$ cat config.mk
export PLATFORM = sky130hd
export DESIGN_NAME = seq_ptn_loader_flat
export DESIGN_NICKNAME = d
export VERILOG_FILES = /design/src/rtl/seq_ptn_loader_pkg.sv /design/src/rtl/seq_ptn_loader_if.sv /design/src/rtl/seq_ptn_loader_cnt_down.sv /design/src/rtl/seq_ptn_loader.sv /design/src/flat_wrapper.sv
export SDC_FILE = /design/constraint.sdc
export NUM_CORES = 1
export LEC_CHECK = 0
export ABC_CLOCK_PERIOD_IN_PS = 4800
export CORE_MARGIN = 1.5
export CORE_UTILIZATION = 33
export DETAILED_ROUTE_END_ITERATION = 8
export GPL_ROUTABILITY_DRIVEN = 0
export PLACE_DENSITY = 0.57
export SYNTH_ARGS = -nofsm -noshare
export SYNTH_HDL_FRONTEND = slang
export SYNTH_SLANG_ARGS = --single-unit
$ cat constraint.sdc
create_clock -name CLK -period 4.8 [get_ports CLK]
set_input_delay 0.96 -clock CLK [delete_from_list [all_inputs] [get_ports CLK]]
set_output_delay 0.96 -clock CLK [all_outputs]
set_load 0.01 [all_outputs]
$ cat src/rtl/seq_ptn_loader_pkg.sv
// Shared definitions for the seq pattern loader and the seq player.
//   - default geometry of one pattern table
//   - entry / table width helpers
//   - the two-state loader FSM encoding (FILL=0, COMMIT=1)
package seq_ptn_loader_pkg;

  localparam int BW_SEQ_DEF     = 4;
  localparam int SEQ_CNT_DEF    = 7;
  localparam int BW_SEQ_CNT_DEF = 3;
  localparam int BW_TIMEOUT_DEF = 2;

  // One entry is {seq, timeout}, timeout in the low bits.
  function automatic int entry_w(input int bw_seq, input int bw_timeout);
    return bw_seq + bw_timeout;
  endfunction

  // Whole table: SEQ_CNT+1 entries, slot k at [entry_w*k +: entry_w].
  function automatic int table_w(input int bw_seq, input int bw_timeout, input int seq_cnt);
    return entry_w(bw_seq, bw_timeout) * (seq_cnt + 1);
  endfunction

  localparam int ENTRY_W_DEF = BW_SEQ_DEF + BW_TIMEOUT_DEF;

  typedef enum logic {
    ST_FILL   = 1'b0,
    ST_COMMIT = 1'b1
  } ld_state_e;

endpackage

$ cat src/rtl/seq_ptn_loader_if.sv
// Entry write port of the pattern loader (valid/ready).
//   WR_VALID  master->slave  entry valid
//   WR_READY  slave->master  loader can accept an entry
//   WR_DATA   master->slave  {seq, timeout}
//   WR_LAST   master->slave  final entry of a table, qualified by transfer
interface seq_ptn_loader_if
  import seq_ptn_loader_pkg::*;
#(
  parameter int EW = ENTRY_W_DEF
);
  logic          WR_VALID;
  logic          WR_READY;
  logic [EW-1:0] WR_DATA;
  logic          WR_LAST;

  modport master (output WR_VALID, output WR_DATA, output WR_LAST, input  WR_READY);
  modport slave  (input  WR_VALID, input  WR_DATA, input  WR_LAST, output WR_READY);
endinterface

$ cat src/rtl/seq_ptn_loader_cnt_down.sv
// cnt_down: loadable down counter used as the loader's slot index.
//   clk, rst_n  clock, async active-low reset (count returns to RST_VAL)
//   load, val   load val (has priority over dec)
//   dec         decrement by one
//   cnt         current count
module cnt_down #(
  parameter int            W       = 3,
  parameter logic [W-1:0]  RST_VAL = '0
) (
  input  logic         clk,
  input  logic         rst_n,
  input  logic         load,
  input  logic [W-1:0] val,
  input  logic         dec,
  output logic [W-1:0] cnt
);
  logic [W-1:0] cnt_q, cnt_d;

  always_comb begin
    cnt_d = cnt_q;
    if (load)     cnt_d = val;
    else if (dec) cnt_d = cnt_q - W'(1);
  end

  always_ff @(posedge clk or negedge rst_n) begin
    if (!rst_n) cnt_q <= RST_VAL;
    else        cnt_q <= cnt_d;
  end

  assign cnt = cnt_q;
endmodule

$ cat src/rtl/seq_ptn_loader.sv
// seq_ptn_loader: assembles pattern entries into a shadow table and commits
// whole tables to PTN, pulsing CLR so seq restarts on the new pattern.
//   CLK, RSTX   clock, async active-low reset
//   wr          entry write port (slave side)
//   ABORT       discard the partially loaded table (FILL only)
//   PTN         committed table, slot SEQ_CNT is played first
//   CLR         one-cycle restart pulse, PTN already new in that cycle
//   ERR         one-cycle pulse: WR_LAST position mismatch, table dropped
// The first entry of a table lands in slot SEQ_CNT, the last in slot 0.
module seq_ptn_loader
  import seq_ptn_loader_pkg::*;
#(
  parameter int BW_SEQ     = BW_SEQ_DEF,
  parameter int SEQ_CNT    = SEQ_CNT_DEF,
  parameter int BW_SEQ_CNT = BW_SEQ_CNT_DEF,
  parameter int BW_TIMEOUT = BW_TIMEOUT_DEF,
  parameter logic [(BW_SEQ+BW_TIMEOUT)*(SEQ_CNT+1)-1:0] PTN_INIT = '0
) (
  input  logic                                          CLK,
  input  logic                                          RSTX,
  seq_ptn_loader_if.slave                               wr,
  input  logic                                          ABORT,
  output logic [table_w(BW_SEQ, BW_TIMEOUT, SEQ_CNT)-1:0] PTN,
  output logic                                          CLR,
  output logic                                          ERR
);
  localparam int EW = entry_w(BW_SEQ, BW_TIMEOUT);
  localparam int TW = table_w(BW_SEQ, BW_TIMEOUT, SEQ_CNT);
  localparam logic [BW_SEQ_CNT-1:0] IDX_TOP = BW_SEQ_CNT'(SEQ_CNT);

  ld_state_e                  state_q, state_d;
  logic [SEQ_CNT:0][EW-1:0]   shadow_q, shadow_d;
  logic [TW-1:0]              ptn_q, ptn_d;
  logic                       clr_q, clr_d;
  logic                       err_q, err_d;

  logic [BW_SEQ_CNT-1:0]      idx;
  logic                       idx_load, idx_dec;
  logic                       xfer;

  // Ready depends only on state, so the handshake has no input->output path.
  assign wr.WR_READY = (state_q == ST_FILL);
  assign xfer        = wr.WR_VALID & wr.WR_READY;

  always_comb begin
    state_d  = state_q;
    shadow_d = shadow_q;
    ptn_d    = ptn_q;
    clr_d    = 1'b0;
    err_d    = 1'b0;
    idx_load = 1'b0;
    idx_dec  = 1'b0;
    case (state_q)
      ST_FILL: begin
        if (ABORT) begin
          // Rewinding idx is enough to drop the table: stale slots are
          // always overwritten before the next commit can happen.
          idx_load = 1'b1;
        end else if (xfer) begin
          shadow_d[idx] = wr.WR_DATA;
          if (wr.WR_LAST && idx == '0) begin
            state_d = ST_COMMIT;
          end else if (wr.WR_LAST || idx == '0) begin
            err_d    = 1'b1;
            idx_load = 1'b1;
          end else begin
            idx_dec = 1'b1;
          end
        end
      end
      ST_COMMIT: begin
        // ABORT is deliberately not looked at here: the commit always completes.
        ptn_d    = shadow_q;
        clr_d    = 1'b1;
        idx_load = 1'b1;
        state_d  = ST_FILL;
      end
      default: state_d = ST_FILL;
    endcase
  end

  always_ff @(posedge CLK or negedge RSTX) begin
    if (!RSTX) begin
      state_q  <= ST_FILL;
      shadow_q <= '0;
      ptn_q    <= PTN_INIT;
      clr_q    <= 1'b0;
      err_q    <= 1'b0;
    end else begin
      state_q  <= state_d;
      shadow_q <= shadow_d;
      ptn_q    <= ptn_d;
      clr_q    <= clr_d;
      err_q    <= err_d;
    end
  end

  cnt_down #(
    .W       (BW_SEQ_CNT),
    .RST_VAL (IDX_TOP)
  ) u_idx (
    .clk   (CLK),
    .rst_n (RSTX),
    .load  (idx_load),
    .val   (IDX_TOP),
    .dec   (idx_dec),
    .cnt   (idx)
  );

  assign PTN = ptn_q;
  assign CLR = clr_q;
  assign ERR = err_q;
endmodule
$ cat src/flat_wrapper.sv
// flat-port wrapper written by rule: the top's interface ports become plain ports
module seq_ptn_loader_flat import seq_ptn_loader_pkg::*;
#(
  parameter int BW_SEQ     = BW_SEQ_DEF,
  parameter int SEQ_CNT    = SEQ_CNT_DEF,
  parameter int BW_SEQ_CNT = BW_SEQ_CNT_DEF,
  parameter int BW_TIMEOUT = BW_TIMEOUT_DEF,
  parameter logic [(BW_SEQ+BW_TIMEOUT)*(SEQ_CNT+1)-1:0] PTN_INIT = '0
)
  (CLK, RSTX, ABORT, PTN, CLR, ERR, wr_WR_VALID, wr_WR_DATA, wr_WR_LAST, wr_WR_READY);
  seq_ptn_loader_if wr_i ();
  input  logic CLK;
  input  logic RSTX;
  input  logic ABORT;
  output logic [table_w(BW_SEQ, BW_TIMEOUT, SEQ_CNT)-1:0] PTN;
  output logic CLR;
  output logic ERR;
  input wire logic [$bits(wr_i.WR_VALID)-1:0] wr_WR_VALID;
  input wire logic [$bits(wr_i.WR_DATA)-1:0] wr_WR_DATA;
  input wire logic [$bits(wr_i.WR_LAST)-1:0] wr_WR_LAST;
  output wire logic [$bits(wr_i.WR_READY)-1:0] wr_WR_READY;
  assign wr_i.WR_VALID = wr_WR_VALID;
  assign wr_i.WR_DATA = wr_WR_DATA;
  assign wr_i.WR_LAST = wr_WR_LAST;
  assign wr_WR_READY = wr_i.WR_READY;
  seq_ptn_loader #(.BW_SEQ(BW_SEQ), .SEQ_CNT(SEQ_CNT), .BW_SEQ_CNT(BW_SEQ_CNT), .BW_TIMEOUT(BW_TIMEOUT), .PTN_INIT(PTN_INIT)) u_core (.CLK(CLK), .RSTX(RSTX), .wr(wr_i), .ABORT(ABORT), .PTN(PTN), .CLR(CLR), .ERR(ERR));
endmodule
# --- Word level (Yosys, flattened, before mapping) ---
# Index checks and enable logic that the tools add are counted.
classes:
  n_mux: 22
  n_bitwise: 3
  add_sub_neg: 1
  n_reduce_logical: 6
  n_lt_le_gt_ge: 2
op_table:
  columns: ["op", "count"]
  rows:
  - ["48-bit bitwise mux", 1]
  - ["6-bit demux with 3-bit select", 1]
  - ["1-bit two-way mux", 15]
  - ["3-bit two-way mux", 2]
  - ["6-bit two-way mux", 1]
  - ["3-bit by 4-bit < comparator with 1-bit output, second input constant", 1]
  - ["1-bit case mux with 2 select lines", 2]
  - ["3-bit by 1-bit greater-or-equal comparator with 1-bit output, second input constant", 1]
  - ["3-bit logical NOT", 1]
  - ["3-bit AND reduction", 1]
  - ["3-bit by 1-bit subtractor with 3-bit output, second input constant", 1]
  - ["1-bit logical AND", 2]
  - ["1-bit NOT", 2]
  - ["2-bit nonzero test", 1]
  - ["1-bit AND", 1]
  - ["1-bit logical OR", 1]
word_totals:
  elab_cells: 47
  inputBits: 11
  register_bits: 102
  output_inout_bits: 51

# --- Longest topological paths before layout ---
logic_depth:
  word_depth: 9
  depth_mapped: 7
  mapped_depth_nobuf: 7

# --- By module ---
# Synthesis repeated with hierarchy kept, for this count alone.
unflattened:
  cells_unflattened: 248
  hier_area_um2: 3953.8
modules_own_cells:
  columns: ["mod", "area_per_inst_um2", "instances", "cells_each", "seq_area_each_um2"]
  rows:
  - ["seq_ptn_loader", 3786.1, 1, 231, 2477.4]
  - ["cnt_down", 167.7, 1, 17, 78.8]

# --- Worst setup path before layout ---
# No wires, ideal clock.
synth_timing:
  kind: "in2reg"
  start: "input ABORT"
  end: "register u_core.shadow_q[30] (netlist name)"
  cell_stages: 4
  t_required_ps: 4675
  path_buffers: 1
  setup_slack_ps: 2776
  t_arrival_ps: 1899
  setup_time_ps: 125
  cell_sequence: "nor4b_4 > and3_1 > buf_2 > mux2_2"
synth_via:
  elab_chain_cells: 2
synth_rtl:
  columns: ["element", "line_no", "text"]
  rows:
  - ["from (decl)", "flat_wrapper.sv:14", "input logic ABORT;"]
  - ["1-bit NOT (no source line)", null, null]
  - ["3-bit AND reduction (no source line)", null, null]
  - ["to (signal assigned)", "seq_ptn_loader.sv:91", "shadow_q <= shadow_d;"]
  - ["to (decl)", "seq_ptn_loader.sv:32", "logic [SEQ_CNT:0][EW-1:0] shadow_q, shadow_d;"]
# Every way passes these cells.
# A chain may end at the register's enable or synchronous reset.

# --- Worst setup path in the final report ---
layout_timing:
  start: "register u_core.state_q"
  end: "output wr_WR_READY"
layout_via:
  elab_chain_cells: 1
layout_rtl:
  columns: ["element", "line_no", "text"]
  rows:
  - ["from (decl)", "seq_ptn_loader.sv:31", "ld_state_e state_q, state_d;"]
  - ["from (signal assigned)", "seq_ptn_loader.sv:90", "state_q <= state_d;"]
  - ["1-bit NOT (no source line)", null, null]
  - ["to (decl)", "flat_wrapper.sv:21", "output wire logic [$bits(wr_i.WR_READY)-1:0] wr_WR_READY;"]
# Every way passes these cells.

==> results.md <==
* Clock slew at reported path FFs at 60 ps
* Register area share after synthesis at 64.9%
* Crit path kind: reg2out
* Final worst setup slack at 2110 ps
* Largest family of logic cells by synthesized area: multiplexers
* Post-synthesis simple-gate area fraction at 3.37%
* Worst vdd rail ir drop at 0.155 mV
* Post-Synth XOR/XNOR Area at 0.445%
* Initial core utilization at 34.2%
* Inserted Diodes at 0
* Post-synth top flop: dfrtp_1
* Total CTS buffers at 9
* Total gr overflow at 0
* Max clock buf depth at 2
* CP max FO at 28
* First-pass DRT Iterations at 6
* Fmax at 0.372 GHz
* Max cap viols at 0
* Core Box Area at 11500 um2
* Cell taking the most area after synthesis: dfrtp_1
* Slew @ Worst Pin at 837 ps
* GRT Total Usage at 13.0%
* Pwr/cell area at 360 nW/um2
* Top cells by area, synth: dfrtp_1 63%, mux2_2 26%, mux2_4 2.3%, dfstp_2 2.0%, ha_1 1.3%
* Post_cts resized at 0
* Yosys warns at 0
* Die H at 112 um
* Worst-case reg-to-reg path depth at 4
* Final Skew at 6.15 ps
* Hold Path Class: reg2reg
* Routed via count at 2114
* Syn Inst Count at 241
* ANT nets after route at 0
* Sink Count at 102
* Initial antenna violation count at 0
* H-tree Lvls at 3
* Post-route insts no fill at 454
* I/O pins at 62
* Final setup fails at 0
* FFs w/ async S/R, synth at 100%
* Fill cell count at 1075
* First-iteration detailed-routing DRC count at 61
* Setup crit end kind: primary output
* Detail Placement HPWL at 4990 um
* Pin count of the biggest net entering global routing at 68
* Residual DRC at 0
* Die footprint at 12600 um2
* Avg WL per Cell at 16.9 um
* Root Buffer: clkbuf_16
* Layout cells sized above 1 at 38.3%
* Total Wirelength at 7670 um
* Nets@finish at 322
* Total power at 1.80 mW
* Syn Nets at 256
* Yosys reg bits at 102
* Tcrit/Tclk final at 56.0%
* Minimum clock period at 2690 ps
* Synth Area per Inst at 16.3 um2
* Area share of fa/ha/maj cells after synthesis at 1.27%
* Post-synthesis mux area share at 28.0%
* Outcome: completed
* RSZ-0062 raised after global routing: no
* Port bufs at 61
* Chip width at 112 um
* Setup TNS at 0 ps
* CP Launch Type: flop
* Post-synth top cells: 99 x dfrtp_1, 90 x mux2_2, 11 x nand2_1, 6 x mux2_4
* Top-area cell type share of the netlist area at 62.9%
* Synth Area in Compound Gates at 0.381%
* Num rows at 39
* Leak at 2.40 nW
* EDFF count, synth at 0
* Setup Buffers After CTS at 0
* Hold Vio Cnt, Final at 0
* Cell variety after synth at 23
* Req. time, crit path at 3840 ps
* CTS tree: built
* Slew Limit Fails at 0
* Dpl ws at 2060 ps
* Worst skew pair latency at 330 ps
* First-pass GRT wire length at 12600 um
* Hold buffer count at cts at 0
* WP data arrival at 1730 ps
* Most common cell in the synthesized netlist: dfrtp_1
* Hold path cells at 1
* Vias in the first global route at 2302
* Relative slew slack at 44.2%
* DP Cell Count at 439
* Layout area overhead at 27.2%
* Via density at 4.66
* Synthesized area at 3940 um2
==> area by class of cell <==
| type | count | area (um2) | share of cell area (%) |
|---|---|---|---|
| repair buffers | 63 | 623 | 12.4 |
| inverters | 5 | 18.8 | 0.375 |
| clock inverters | 6 | 87.6 | 1.75 |
| flip-flops and latches | 102 | 2560 | 51.0 |
| well taps | 143 | 179 | 3.57 |
| clock buffers | 9 | 225 | 4.50 |
| multi-input cells | 126 | 1320 | 26.3 |
==> critical path: stages, from the launching register on <==
cell and delay (ps):
dfrtp_2 790, inv_1 100, clkdlybuf4s50_1 500
==> per-stage QoR <==
step | util [%] | cell area, um2 | hold WS, ps
floorplan | - | 3940 | 355
global placement | 40.8 | 4700 | 484
detailed placement | 40.8 | 4700 | 486
CTS | 43.5 | 5010 | 501
global route | 43.5 | 5010 | 515
finish | 43.5 | 5010 | 498
==> kinds of logic (layout without fill, tap and decap cells) <==
family,count (synthesis),count (layout)
DFF,102,102
muxes,96,96
and+or+nand+nor,22,22
buffers and inverters,13,83
adders and majority gates,4,4
AOI/OAI and AO/OA,2,2
xor gates and xnor gates,2,2
==> state kept, by name, indices dropped and copies added (netlist names) <==
name,count
u_core.ERR,1
u_core.shadow_q,48
u_core.state_q,1
u_core.CLR,1
u_core.u_idx.cnt,3
u_core.PTN,48
==> routing by layer <==
layer	GRT usage, %	up-vias	wire (um)
li1	-	975	-
met1	17.4	1093	3640
met2	20.9	36	3700
met3	3.02	10	204
met4	4.56	0	119
met5	0	-	0
==> cells in the final DEF, fill, tap and decap left out, types with 2 or more instances in the layout <==
cell / count
dfrtp_1: 98
mux2_2: 90
clkdlybuf4s50_1: 60
nand2_1: 11
clkbuf_16: 9
mux2_4: 6
inv_1: 5
ha_1: 4
clkinvlp_4: 3
buf_4: 3
dfstp_2: 3
and3_1: 2
nor2b_1: 2
bufinv_16: 2
==> where the power goes <==
group	total (mW)	leakage, nW	switching (mW)	internal [mW]
clock network	0.759	0.144	0.306	0.453
logic	0.101	0.879	0.0457	0.0556
registers	0.941	1.38	0.0306	0.911
==> final timing paths <==
kind,from,end,slack (ps)
setup / recovery,u_core.state_q$_DFF_PN0_,wr_WR_READY,2110
max in group asynchronous,RSTX,u_core.shadow_q[22]$_DFFE_PN0P_,3100
hold / removal,u_core.shadow_q[2]$_DFFE_PN0P_,u_core.PTN[2]$_DFFE_PN0P_,500
hold reg to reg,u_core.shadow_q[2]$_DFFE_PN0P_,u_core.PTN[2]$_DFFE_PN0P_,500
setup reg to reg,u_core.state_q$_DFF_PN0_,u_core.shadow_q[45]$_DFFE_PN0P_,2470
min in group asynchronous,RSTX,u_core.PTN[11]$_DFFE_PN0P_,720
Power figures use the tool's default switching activity.
